===== config.mk =====
export PLATFORM = sky130hd
export DESIGN_NAME = clock_domain_export_fifo
export DESIGN_NICKNAME = d
export VERILOG_FILES = /design/src/rtl/clock_domain_export_fifo.sv
export SDC_FILE = /design/constraint.sdc
export NUM_CORES = 1
export LEC_CHECK = 0
export CAP_MARGIN = 30
export CORE_MARGIN = 2
export CORE_UTILIZATION = 57
export DETAILED_ROUTE_END_ITERATION = 10
export PLACE_DENSITY = 0.83
export SYNTH_ARGS = -nofsm -noshare
export SYNTH_HDL_FRONTEND = slang
export SYNTH_SLANG_ARGS = --single-unit
export TNS_END_PERCENT = 50

===== constraint.sdc =====
create_clock -name clk -period 5.7 [get_ports clk]
set_input_delay 1.14 -clock clk [delete_from_list [all_inputs] [get_ports clk]]
set_output_delay 1.14 -clock clk [all_outputs]
set_load 0.01 [all_outputs]

===== src/rtl/clock_domain_export_fifo.sv =====
// Source side of a two-phase req/ack clock-domain crossing with a DEPTH-entry FIFO.
// Queued words are launched one per handshake; req/data leave the block straight from flops.
module clock_domain_export_fifo #(
  parameter int SIZE        = 8,
  parameter int DEPTH       = 4,
  parameter int SYNC_STAGES = 2
) (
  input  logic                       clk,
  input  logic                       rst_n,
  input  logic [SIZE-1:0]            data,
  input  logic                       stb,
  output logic                       ready,
  input  logic                       flush,
  output logic [$clog2(DEPTH+1)-1:0] level,
  output logic                       overflow,
  input  logic                       overflow_clr,
  output logic                       idle,
  output logic [SIZE-1:0]            handshake_data,
  output logic                       handshake_req,
  input  logic                       handshake_ack
);

  localparam int LW = $clog2(DEPTH + 1);
  localparam int PW = $clog2(DEPTH);
  localparam logic [LW-1:0] LEVEL_FULL  = LW'(DEPTH);
  localparam logic [LW-1:0] LEVEL_EMPTY = LW'(0);

  logic [SYNC_STAGES-1:0] sync_r;
  logic [SIZE-1:0]        mem_r [DEPTH];
  logic [PW-1:0]          wr_ptr_r;
  logic [PW-1:0]          rd_ptr_r;
  logic [LW-1:0]          level_r;
  logic                   overflow_r;
  logic                   req_r;
  logic [SIZE-1:0]        data_r;

  logic ack_s;
  logic channel_free_s;
  logic push_s;
  logic pop_s;
  logic ovf_set_s;

  assign ack_s = sync_r[SYNC_STAGES-1];

  // Push/pop decisions; level is the only full/empty indicator (pointers have no wrap bit).
  always_comb begin
    channel_free_s = (ack_s == req_r);
    push_s         = stb && (level_r != LEVEL_FULL) && !flush;
    pop_s          = channel_free_s && (level_r != LEVEL_EMPTY) && !flush;
    ovf_set_s      = stb && (level_r == LEVEL_FULL);
  end

  // Synchroniser chain for the asynchronous acknowledge.
  always_ff @(posedge clk) begin
    if (!rst_n) begin
      sync_r <= {SYNC_STAGES{1'b0}};
    end else begin
      sync_r <= {sync_r[SYNC_STAGES-2:0], handshake_ack};
    end
  end

  // Storage array; written only on an accepted, non-flushed push.
  always_ff @(posedge clk) begin
    if (rst_n && push_s) begin
      mem_r[wr_ptr_r] <= data;
    end
  end

  // Pointers, level, launch register and sticky overflow.
  always_ff @(posedge clk) begin
    if (!rst_n) begin
      wr_ptr_r   <= PW'(0);
      rd_ptr_r   <= PW'(0);
      level_r    <= LEVEL_EMPTY;
      overflow_r <= 1'b0;
      req_r      <= 1'b0;
      data_r     <= SIZE'(0);
    end else begin
      if (flush) begin
        // An in-flight word is untouched; only queued words are discarded.
        rd_ptr_r <= wr_ptr_r;
        level_r  <= LEVEL_EMPTY;
      end else begin
        if (push_s) begin
          wr_ptr_r <= wr_ptr_r + PW'(1);
        end
        if (pop_s) begin
          rd_ptr_r <= rd_ptr_r + PW'(1);
          data_r   <= mem_r[rd_ptr_r];
          req_r    <= ~req_r;
        end
        if (push_s && !pop_s) begin
          level_r <= level_r + LW'(1);
        end else if (pop_s && !push_s) begin
          level_r <= level_r - LW'(1);
        end
      end
      if (ovf_set_s) begin
        overflow_r <= 1'b1;
      end else if (overflow_clr) begin
        overflow_r <= 1'b0;
      end
    end
  end

  assign ready          = (level_r != LEVEL_FULL);
  assign idle           = (level_r == LEVEL_EMPTY) && channel_free_s;
  assign level          = level_r;
  assign overflow       = overflow_r;
  assign handshake_data = data_r;
  assign handshake_req  = req_r;

endmodule

==> results of run 1 <==
-- path summary, 6_finish.rpt --
check	slack [ns]	cells past startpoint	to
setup / recovery	2.21	8	level[2]$_SDFFE_PP0P_
hold / removal	0.43	1	sync_r[1]$_SDFF_PN0_
setup reg to reg	3.10	8	level[2]$_SDFFE_PP0P_
hold reg to reg	0.43	1	sync_r[1]$_SDFF_PN0_
-- stage by stage --
stage	total power [W]	std cells	hold WS (ns)	cell area [um^2]	utilization, %
after floorplan	0.000481	148	0.412	2110	-
after global placement	0.000513	216	0.415	2410	66.8
after detailed placement	0.000519	216	0.423	2410	66.8
after CTS	0.000763	224	0.437	2520	69.9
after global routing	0.000792	224	0.453	2520	69.9
final	0.000759	224	0.431	2520	69.9
-- report_power, final --
| part | switching, W | internal [W] | leakage, nW |
|---|---|---|---|
| logic | 0.0000487 | 0.0000476 | 0.351 |
| registers | 0.0000131 | 0.000403 | 0.444 |
| clock network | 0.000115 | 0.000131 | 0.0562 |
-- metal layers --
metal	up-vias	track usage (%)	wire, um	part of all wire, %
li1	610	-	-	-
met2	66	33.9	2010	51
met5	-	0	0	0
met1	630	27.7	1610	41
met4	0	10.6	57	1.5
met3	4	5.73	241	6.2
-- sequential cells by signal (all words and copies together), names as in the netlist --
register and count:
mem_r 32, wr_ptr_r 2, level 3, sync_r 2, handshake_data 8, handshake_req 1
overflow 1, rd_ptr_r 2
-- layout by cell type (no fill, tap or decap) --
cell	count
a21oi_1	10
a31oi_1	2
and2_1	6
and4_4	1
bufinv_16	1
clkbuf_8	5
clkdlybuf4s50_1	28
clkinv_1	2
dfxtp_1	19
edfxtp_1	32
fa_1	1
ha_1	5
inv_1	6
inv_6	1
mux2i_1	4
mux4_2	8
nand2_1	6
nand2b_1	2
nand3_1	1
nand4_1	8
nor2_1	4
nor2b_1	1
nor3_2	1
nor3b_1	3
o21ai_0	3
o311a_1	1
o31ai_1	8
or3_1	2
or3_4	1
xnor2_1	1
xor2_1	3
-- cell type report --
cell class | instances | share of cell area, %
inverter | 7 | 1.04
timing repair buffer | 28 | 11.1
tap | 48 | 2.38
clock buffer | 5 | 2.73
sequential | 51 | 53.2
multi-input combinational | 82 | 27.8
clock inverter | 3 | 1.69
-- logic make-up after synthesis --
family,Yosys count
compound gates,24
xor+xnor,4
fa+ha+maj,6
buf+inv,15
flops,51
mux,12
simple gates,36
==> flow_summary.json, run 1 <==
{
  "setup_viol": 0,
  "overflow": 0,
  "critical_path.max_stage_delay_ns": 0.62,
  "regArea_mm2": 0.00134,
  "syn_nets": 168,
  "coreArea_mm2": 0.00361,
  "synth-compound-area-share_pct": 7.00,
  "grt_max_degree": 17,
  "fin_skew_ns": 0.00780,
  "setup_slack_ns": 2.21,
  "setup.worst_path.start": "flush",
  "synthDistinctLibCells": 31,
  "clkLatencyLatePin_ns": 0.30,
  "grt_pass1_vias": 1299,
  "power_density_mw_per_mm2": 301,
  "netlist_top_cells_area": "edfxtp_1, dfxtp_1, mux4_2",
  "preCtsSetupSlack_ns": 2.04,
  "rows": 22,
  "cp.buffers_inverters": 2,
  "drc_errors": 0,
  "status": "complete, no violations",
  "routed_wl_um": 3910,
  "ys_ff_latch": 51,
  "post_cts_buffers": 0,
  "p_leak_nw": 0.851,
  "hold_viol_final": 0,
  "portBuffers": 28,
  "fin_crit_ns": 3.49,
  "synth_top_family_by_area": "multiplexers",
  "critPathSlowestCell": "clkdlybuf4s50_1",
  "start_util_pct": 58.5,
  "finalNetCount": 195,
  "die-area_mm2": 0.00420,
  "h-tree-depth": 2,
  "cts_resized": 0,
  "tightest_slew_ns": 0.899,
  "synth_ff_type": "edfxtp_1",
  "io_pins": 29,
  "fmax_ghz": 0.287,
  "synth-xor-area-share_pct": 1.66,
  "clockBufferDepth": 2,
  "synth.top_cell.area_share_pct": 45.6,
  "synth.mux.area_fraction_pct": 10.4,
  "routabilityCongestion": 0.854,
  "vias": 1310,
  "synth_cells": 148,
  "cts_made_buffers": 5,
  "multi_input_area_um2": 702,
  "synth_simple_gate_area_share_pct": 10.3,
  "synthToLayoutAreaGrowth_pct": 19.6,
  "synth.most_common_cell": "edfxtp_1",
  "netlist_top_cells_count": "edfxtp_1, dfxtp_1, a21oi_1",
  "drv_slew": 0,
  "die_x_um": 64.8,
  "relSlewSlack_pct": 39.6,
  "fillers": 255,
  "cp-start-kind": "input port",
  "cts_tree": "built",
  "totalNegativeSetupSlack_ns": 0,
  "synthesis.area_mm2": 0.00211,
  "wl_per_cell_um": 17.5,
  "drive_above_1_share_pct": 10.2,
  "grt_first_pass_wirelength_um": 6580,
  "grt_usage_pct": 21.5,
  "yosys.area.top_type": "edfxtp_1",
  "synth_fa_ha_area_share_pct": 3.92,
  "yosys_warnings": 0,
  "clock_sinks": 51,
  "synth_edf_count": 32,
  "die_y_um": 64.8,
  "clk_pin_slew_ns": 0.09,
  "diodes": 0,
  "fin_crit_sh_pct": 61.2,
  "crit_chain": "clkdlybuf4s50_1 -> nor3b_1 -> ha_1 -> inv_1 -> fa_1 -> xor2_1 -> or3_1 -> a21oi_1",
  "drt_iter0_drc": 260,
  "cts_hold_buf": 0,
  "crit_family": "simple AND/OR/NAND/NOR gates",
  "vias_per_cell": 5.85,
  "synth-async-reset-ratio_pct": 0,
  "antenna_found_initial": 0,
  "first_pass_iters": 4,
  "crit_path_max_fanout": 13,
  "hpwlAfterDp_um": 2700,
  "ant_nets": 0,
  "reg2reg_from": "level[0]$_SDFFE_PP0P_",
  "yosysSeqAreaShare_pct": 63.6,
  "cap_violations": 0,
  "clock_tree.root_cell": "clkbuf_8",
  "hp-start": "sync_r[0]$_SDFF_PN0_",
  "cp-end-kind": "flop",
  "syn_area_per_cell_um2": 14.2,
  "rsz0062_at_grt": "no",
  "hp-class": "flop to flop",
  "required_ns": 5.94,
  "arrival_ns": 3.72,
  "max-vdd-ir-drop_mv": 0.196,
  "crit_type": "input port to flop"
}
No activity file was read; power rests on OpenSTA's default activity.
==> run 2, diff against run 1 <==
- CORE_UTILIZATION: 57 -> 48
- PLACE_DENSITY: 0.83 -> 0.74
- clock period: 5.7 -> 2.8 ns (I/O delays scaled with it)
==> flow_summary.json, run 2 (same netlist as run 1, synthesis figures left out) <==
{
  "status": "complete, no violations",
  "rows": 24,
  "grt_pass1_vias": 1325,
  "drive_above_1_share_pct": 12.7,
  "setup.worst_path.start": "stb",
  "finalNetCount": 200,
  "crit_path_max_fanout": 3,
  "cts_resized": 0,
  "rsz0062_at_grt": "no",
  "coreArea_mm2": 0.00429,
  "portBuffers": 28,
  "preCtsSetupSlack_ns": 0.0740,
  "routabilityCongestion": 0.750,
  "clkLatencyLatePin_ns": 0.30,
  "vias": 1281,
  "h-tree-depth": 2,
  "cts_hold_buf": 0,
  "cp-start-kind": "input port",
  "antenna_found_initial": 0,
  "die_x_um": 70.3,
  "reg2regPathDepth": 8,
  "fin_crit_sh_pct": 86.9,
  "clockBufferDepth": 2,
  "relSlewSlack_pct": 44.1,
  "drc_errors": 0,
  "cp-end-kind": "flop",
  "clock_sinks": 51,
  "fmax_ghz": 0.411,
  "drv_slew": 0,
  "hp-class": "flop to flop",
  "grt_first_pass_wirelength_um": 6220,
  "wl_per_cell_um": 15.9,
  "ant_nets": 0,
  "die_y_um": 70.3,
  "required_ns": 3.04,
  "cap_violations": 0,
  "cts_made_buffers": 5,
  "mostFrequentLayoutCell": "edfxtp_1",
  "totalNegativeSetupSlack_ns": 0,
  "fin_skew_ns": 0.00784,
  "grt_max_degree": 17,
  "die-area_mm2": 0.00494,
  "crit_type": "input port to flop",
  "grt_usage_pct": 16.6,
  "first_pass_iters": 4,
  "synthToLayoutAreaGrowth_pct": 21.5,
  "cp-endpoint": "level[2]$_SDFFE_PP0P_",
  "p_leak_nw": 0.871,
  "setup_slack_ns": 0.367,
  "tightest_slew_ns": 0.833,
  "cts_tree": "built",
  "drt_iter0_drc": 102,
  "reg2reg_slack_ns": 0.39,
  "overflow": 0,
  "io_pins": 29,
  "hpwlAfterDp_um": 2630,
  "setup_viol": 0,
  "hold_viol_final": 0,
  "post_cts_buffers": 0,
  "holdPathStages": 1,
  "start_util_pct": 49.1,
  "clk_pin_slew_ns": 0.09,
  "clock_tree.root_cell": "clkbuf_8",
  "largest_reg_flops": 32,
  "vias_per_cell": 5.50,
  "reg2reg_from": "handshake_req$_SDFFE_PN0P_",
  "power_density_mw_per_mm2": 603,
  "arrival_ns": 2.67,
  "fin_crit_ns": 2.43,
  "layout_common_cells": "edfxtp_1, clkdlybuf4s50_1, dfxtp_1, a21oi_1",
  "max-vdd-ir-drop_mv": 0.258,
  "diodes": 0,
  "worst_r2r_endpoint": "level[2]$_SDFFE_PP0P_",
  "routed_wl_um": 3700,
  "top_register": "mem_r"
}
run 2: changes by cell type in the layout (fill, tap and decap cells not counted), sizes merged:
cell,delta
inv,-1
clkinv,-1
clkinvlp,+1
buf,+5
clkbuf,+1
run 2: cell type report:
class	count	area, um^2
tap	52	65.1
timing repair buffer	33	318
sequential	51	1340
fill	346	1730
multi-input combinational	82	702
clock inverter	2	37.5
clock buffer	6	72.6
inverter	7	26.3
run 2: power by group:
part | switching (W) | internal [W] | leakage (nW)
clock | 0.000233 | 0.000267 | 0.0514
sequential | 0.0000256 | 0.000820 | 0.444
combinational | 0.0000960 | 0.000103 | 0.376
total | 0.000354 | 0.00119 | 0.871
run 2: worst min path at each step:
stage | startpoint | end
5_1_grt | sync_r[0]$_SDFF_PN0_ | sync_r[1]$_SDFF_PN0_
6_report | sync_r[0]$_SDFF_PN0_ | sync_r[1]$_SDFF_PN0_
4_1_cts | sync_r[0]$_SDFF_PN0_ | sync_r[1]$_SDFF_PN0_
3_5_place_dp | sync_r[0]$_SDFF_PN0_ | sync_r[1]$_SDFF_PN0_
3_3_place_gp | sync_r[0]$_SDFF_PN0_ | sync_r[1]$_SDFF_PN0_
2_1_floorplan | sync_r[0]$_SDFF_PN0_ | sync_r[1]$_SDFF_PN0_
run 2: routing by layer:
| metal | global-route usage [%] | vias to the layer above | routed length [um] |
|---|---|---|---|
| li1 | - | 624 | - |
| met1 | 19.6 | 616 | 1620 |
| met2 | 28.6 | 34 | 1870 |
| met3 | 4.18 | 7 | 150 |
| met4 | 7.05 | 0 | 61 |
| met5 | 0 | - | 0 |
run 2: per-stage QoR:
stage	instances	cell area, um^2	hold slack, ns	total power [W]	util, %
3_5_place_dp	225	2450	0.428	0.00106	57.1
6_report	233	2560	0.443	0.00154	59.7
3_3_place_gp	225	2450	0.417	0.00105	57.1
4_1_cts	233	2560	0.451	0.00156	59.7
5_1_grt	233	2560	0.466	0.00161	59.7
2_1_floorplan	148	2110	0.412	0.000979	-
run 2: worst max-delay path, stage by stage:
cell and delay, ns:
clkdlybuf4s50_1 0.51, nor3b_1 0.31, ha_1 0.24, inv_1 0.06, fa_1 0.38, xor2_1 0.16
or3_1 0.30, a21oi_1 0.14
==> patch 1: new RTL, flow settings as in run 1 <==
Put one more register stage on the output `level`, without a reset. The value now appears one clock later. The other outputs are not delayed to match.
--- a/src/rtl/clock_domain_export_fifo.sv
+++ b/src/rtl/clock_domain_export_fifo.sv
@@ -105,7 +105,9 @@
 
   assign ready          = (level_r != LEVEL_FULL);
   assign idle           = (level_r == LEVEL_EMPTY) && channel_free_s;
-  assign level          = level_r;
+  always_ff @(posedge clk) begin
+    level <= level_r;
+  end
   assign overflow       = overflow_r;
   assign handshake_data = data_r;
   assign handshake_req  = req_r;
Formal check against the unedited RTL: not equivalent (Yosys sat finds a counterexample within 4 cycles, from zero or initial values and one cycle with rst_n low).
==> patch 1 against run 1 <==
  * Sequential cell count increased by 3
  * Worst hold slack got worse by 0.0055 ns
  * Die area increased by 2.7%
  * Setup slack improved by 0.14 ns
  * Fmax increased by 4.2%
  * Combinational power decreased by 3.0%
  * Non-clock buffer count unchanged
  * Sequential share of layout area increased by 1.5 points
  * Register-to-register slack improved by 0.16 ns
  * Wire length decreased by 9.7%
  * Total power decreased by 2.4%
  * Cell area increased by 1.6%
  * Clock skew increased by 0.0021 ns
  * Synthesized area increased by 2.8%
  * Critical path type unchanged
==> patch 1: results (changes against run 1) <==
STA
  • Worst Skew: 0.00994 ns (+0.00213 ns)
  • Least-Margin Pin Slew: 0.869 ns (-0.0303 ns)

Cells and area
  • Diode count: 0 (unchanged)
  • Reg with most FFs: mem_r
  • # fillers: 254 (-0.39%)
  • Max reg flops: 32 (unchanged)
  • Proportion of layout cells with a drive suffix above 1: 10.6% (+0.39 points)
  • Layout Nets: 198 (+1.5%)

Logic synthesis
  • Post-synthesis compound-gate area fraction: 6.81% (-0.19 points)
  • Share of flip-flops with an asynchronous set or reset: 0% (unchanged)
  • Top cells by count, synth: edfxtp_1, dfxtp_1, a21oi_1
  • Post-synthesis adder-cell area fraction: 3.81% (-0.11 points)
  • Post-synth EDFFs: 32 (unchanged)
  • Syn Nets: 171 (+1.8%)
  • Synth unique cells: 31 (unchanged)
  • Top post-synthesis cells by area: edfxtp_1, dfxtp_1, mux4_2
  • Register area share after synthesis: 64.6% (+1.0 points)
  • Warnings from Yosys: 0 (unchanged)
  • Count leader, synth: edfxtp_1
  • Proportion of synthesized area in mux cells: 10.2% (-0.29 points)
  • Synth Area in XOR/XNOR: 1.62% (-0.046 points)

Placement
  • DP HPWL: 2610 µm (-3.2%)
  • GPL Wtd Cong: 0.827 (-3.1%)
  • # port buffers: 28 (unchanged)

GRT
  • First-pass GRT wire length: 5850 µm (-11%)
  • Initial antenna violation count: 0 (unchanged)
  • Pin count of the biggest net entering global routing: 19 (+2)
  • GRT Total Usage: 18.9% (-2.6 points)
  • Vias in the first global route: 1,225 (-5.7%)

Clock network
  • Post_cts resized: 0 (unchanged)
  • Max Buffers Root-to-Sink: 2 (unchanged)
  • CTS buffer count: 5 (unchanged)
  • Worst skew pair latency: 0.31 ns
  • Max H-tree Level: 2 (unchanged)
  • Clock root cell: clkbuf_8
  • Clk slew on worst S/H paths: 0.09 ns (about the same)
  • Setup bufs post-CTS: 0 (unchanged)

Drt
  • Via count: 1,279 (-2.4%)
  • First DRT Iteration DRCs: 122 (-53%)
  • DR pass1 iterations: 4 (unchanged)
  • DRT Wirelength: 3540 µm (-9.7%)

Power
  • Leakage: 0.862 nW (+1.2%)
  • IR Drop Worst-Case VDD: 233 µV (+19%)

Run status
  • Outcome: finished clean

Setup path
  • Crit path max-delay cell type: clkdlybuf4s50_1
  • Largest stage delay, worst path: 0.62 ns (about the same)
  • Arr. time, crit path: 3.59 ns (-0.13 ns)
  • Crit path max fanout: 13 (unchanged)

Min path
  • Worst Hold Class: register to register
## patch 1: cell types whose count changed in the layout (fill, tap and decap cells not counted), sizes merged
cell,delta
clkinv,-1
clkinvlp,+2
bufinv,-1
dfxtp,+3
## patch 1: per-layer routing
layer / wire [µm] / track usage [%]
met1: 1540 / 24.2
met2: 1750 / 30.6
met3: 186 / 5.14
met4: 60 / 7.81
met5: 0 / 0
## patch 1: path summary, 6_finish.rpt
check,startpoint,cells past startpoint,to,slack (ns)
max,flush,8,level_r[2],2.35
min,level_r[2],0,level[2],0.43
max reg2reg,level_r[0],8,level_r[2],3.26
min reg2reg,level_r[2],0,level[2],0.43
## patch 1: cell families after synthesis
group,count (synthesis)
AOI/OAI and AO/OA,24
xor gates and xnor gates,4
adders and majority gates,6
buffers and inverters,15
DFF,54
muxes,12
and+or+nand+nor,36
## patch 1: critical path: cells and delay by family
| kind | cells | cell delay (ns) |
|---|---|---|
| simple gates | 2 | 0.83 |
| fa+ha+maj | 2 | 0.64 |
| compound gates | 1 | 0.14 |
| buf+inv | 2 | 0.68 |
| xor+xnor | 1 | 0.15 |
## patch 1: where the power goes
part           switching, mW  total [mW]  internal [mW]
registers             0.0129       0.438          0.425
clock network          0.121       0.209         0.0878
logic                 0.0459      0.0934         0.0475
## patch 1: metrics by stage
step	instance area [µm²]	std cells	setup WS [ns]
floorplan	2170	151	2.87
global placement	2470	219	2.12
detailed placement	2470	219	2.04
CTS	2560	227	2.36
global route	2560	227	2.20
finish	2560	227	2.35
## patch 1: cell type report
class                      instances  share of cell area [%]
clock buffer                       5                    2.69
clock inverter                     3                   0.928
inverter                           7                    1.03
multi-input combinational         82                    27.4
sequential                        54                    54.7
tap                               48                    2.34
timing repair buffer              28                    10.9
==> patch 2: new RTL, config.mk and constraints of run 1 <==
Made on the original files. Change the parameter `DEPTH` from 4 to 8.
--- a/src/rtl/clock_domain_export_fifo.sv
+++ b/src/rtl/clock_domain_export_fifo.sv
@@ -2,7 +2,7 @@
 // Queued words are launched one per handshake; req/data leave the block straight from flops.
 module clock_domain_export_fifo #(
   parameter int SIZE        = 8,
-  parameter int DEPTH       = 4,
+  parameter int DEPTH       = 8,
   parameter int SYNC_STAGES = 2
 ) (
   input  logic                       clk,
Ports: changed (resized level); port bits go from 29 to 30. No check against the original RTL was run, so the function may have changed too.
==> patch 2 against run 1 <==
  * Cell area increased by 59%
  * Wire length rose by 57%
  * Count of clock-buffer cells in the layout up 5
  * Global-route usage decreased by 1.3 points
  * Fmax decreased by 2.1%
  * Largest cell class unchanged
  * Utilization fell by 2.3 points
  * Critical endpoint is now level[3]
  * Synthesized cell count rose by 41%
  * Sequential cell count rose by 35
  * Total power rose by 64%
  * Synthesized area is 66% higher
  * Setup slack got worse by 0.074 ns
==> patch 2: results (changes against run 1) <==
Cells and area
  • Layout Nets: 260 (+33%)
  • Finished Layout Cells: 320 (+43%)

Logic synthesis
  • Post-synth EDFFs: 64 (+100%)
  • Top post-synthesis cells by area: edfxtp_1, dfxtp_1, mux4_2
  • Synth unique cells: 35 (+13%)

Run status
  • Outcome: finished clean

Drt
  • Met1 wire length: 2750 µm (+71%)
  • Met2 wire length: 3070 µm (+53%)
  • Vias per inst: 5.73 (-1.9%)

Placement
  • Pre-CTS setup slack: 1.76 ns (-0.272 ns)
  • # port buffers: 29 (+3.6%)
  • DP HPWL: 3980 µm (+48%)
  • GPL Wtd Cong: 0.729 (-15%)

GRT
  • Pin count of the biggest net entering global routing: 21 (+4)
  • First-pass GRT wire length: 9400 µm (+43%)
  • Vias in the first global route: 1,791 (+38%)
  • GRT Total Usage: 20.3% (-1.3 points)

Setup path
  • R2r setup slk: 2.84 ns (-0.26 ns)
  • Largest stage delay, worst path: 0.59 ns (-0.03 ns)
  • Crit path max-delay cell type: nor3_4

STA
  • Least-Margin Pin Slew: 0.992 ns (+0.0926 ns)
  • Worst Skew: 0.00596 ns (-0.00185 ns)

Clock network
  • Max H-tree Level: 3 (+1)
  • CTS buffer count: 9 (+4)
  • Worst skew pair latency: 0.35 ns (+0.05 ns)

Power
  • Seq pwr: 0.716 mW (+72%)
patch 2: cell count changes in the layout (fill, tap and decap cells not counted), moves of 4 or more:
cell      delta
edfxtp_1    +32
nor2_1      +10
nand4_1      -8
o21ai_0      +8
o31ai_1      -8
mux2i_1      +7
mux4_1       +7
clkbuf_8     +4
nand2_1      -4
patch 2: final cells by class:
cell class	instances	area, µm²
Inverter	7	26.3
Multi-Input combinational cell	106	1050
Sequential cell	86	2360
Clock buffer	10	128
Tap cell	75	93.8
Clock inverter	6	37.5
Fill cell	428	1920
Timing Repair Buffer	30	305
patch 2: final timing paths:
kind,from,end,depth (start not counted)
setup / recovery,flush,level[3],10
hold / removal,sync_r[0],sync_r[1],1
setup reg to reg,level[0],level[3],10
hold reg to reg,sync_r[0],sync_r[1],1
patch 2: per-stage QoR:
step / util, % / hold WS (ns) / total power, mW
after floorplan: - / 0.412 / 0.834
after global placement: 64.6 / 0.426 / 0.890
final: 67.6 / 0.438 / 1.25
after detailed placement: 64.9 / 0.419 / 0.896
after global routing: 67.6 / 0.459 / 1.29
after CTS: 67.6 / 0.437 / 1.25
patch 2: worst max-delay path: cells and delay by family:
kind | cells | cell delay [ns]
AOI/OAI and AO/OA | 3 | 0.48
buffers and inverters | 3 | 0.74
adders and majority gates | 2 | 0.50
muxes | 1 | 0.34
and+or+nand+nor | 1 | 0.59
patch 2: cells by family (layout without fill, tap and decap cells):
kind of cell             count (synthesis)  after routing  share of synthesized area (%)
AO/OA/AOI/OAI                           27             27                           4.00
multiplexers                            28             28                           14.5
XOR/XNOR                                 8              8                           2.00
adder cells (fa/ha/maj)                  6              6                           2.35
flip-flops                              86             86                           67.4
AND/OR/NAND/NOR                         37             37                           7.03
buffers and inverters                   16             53                           2.78
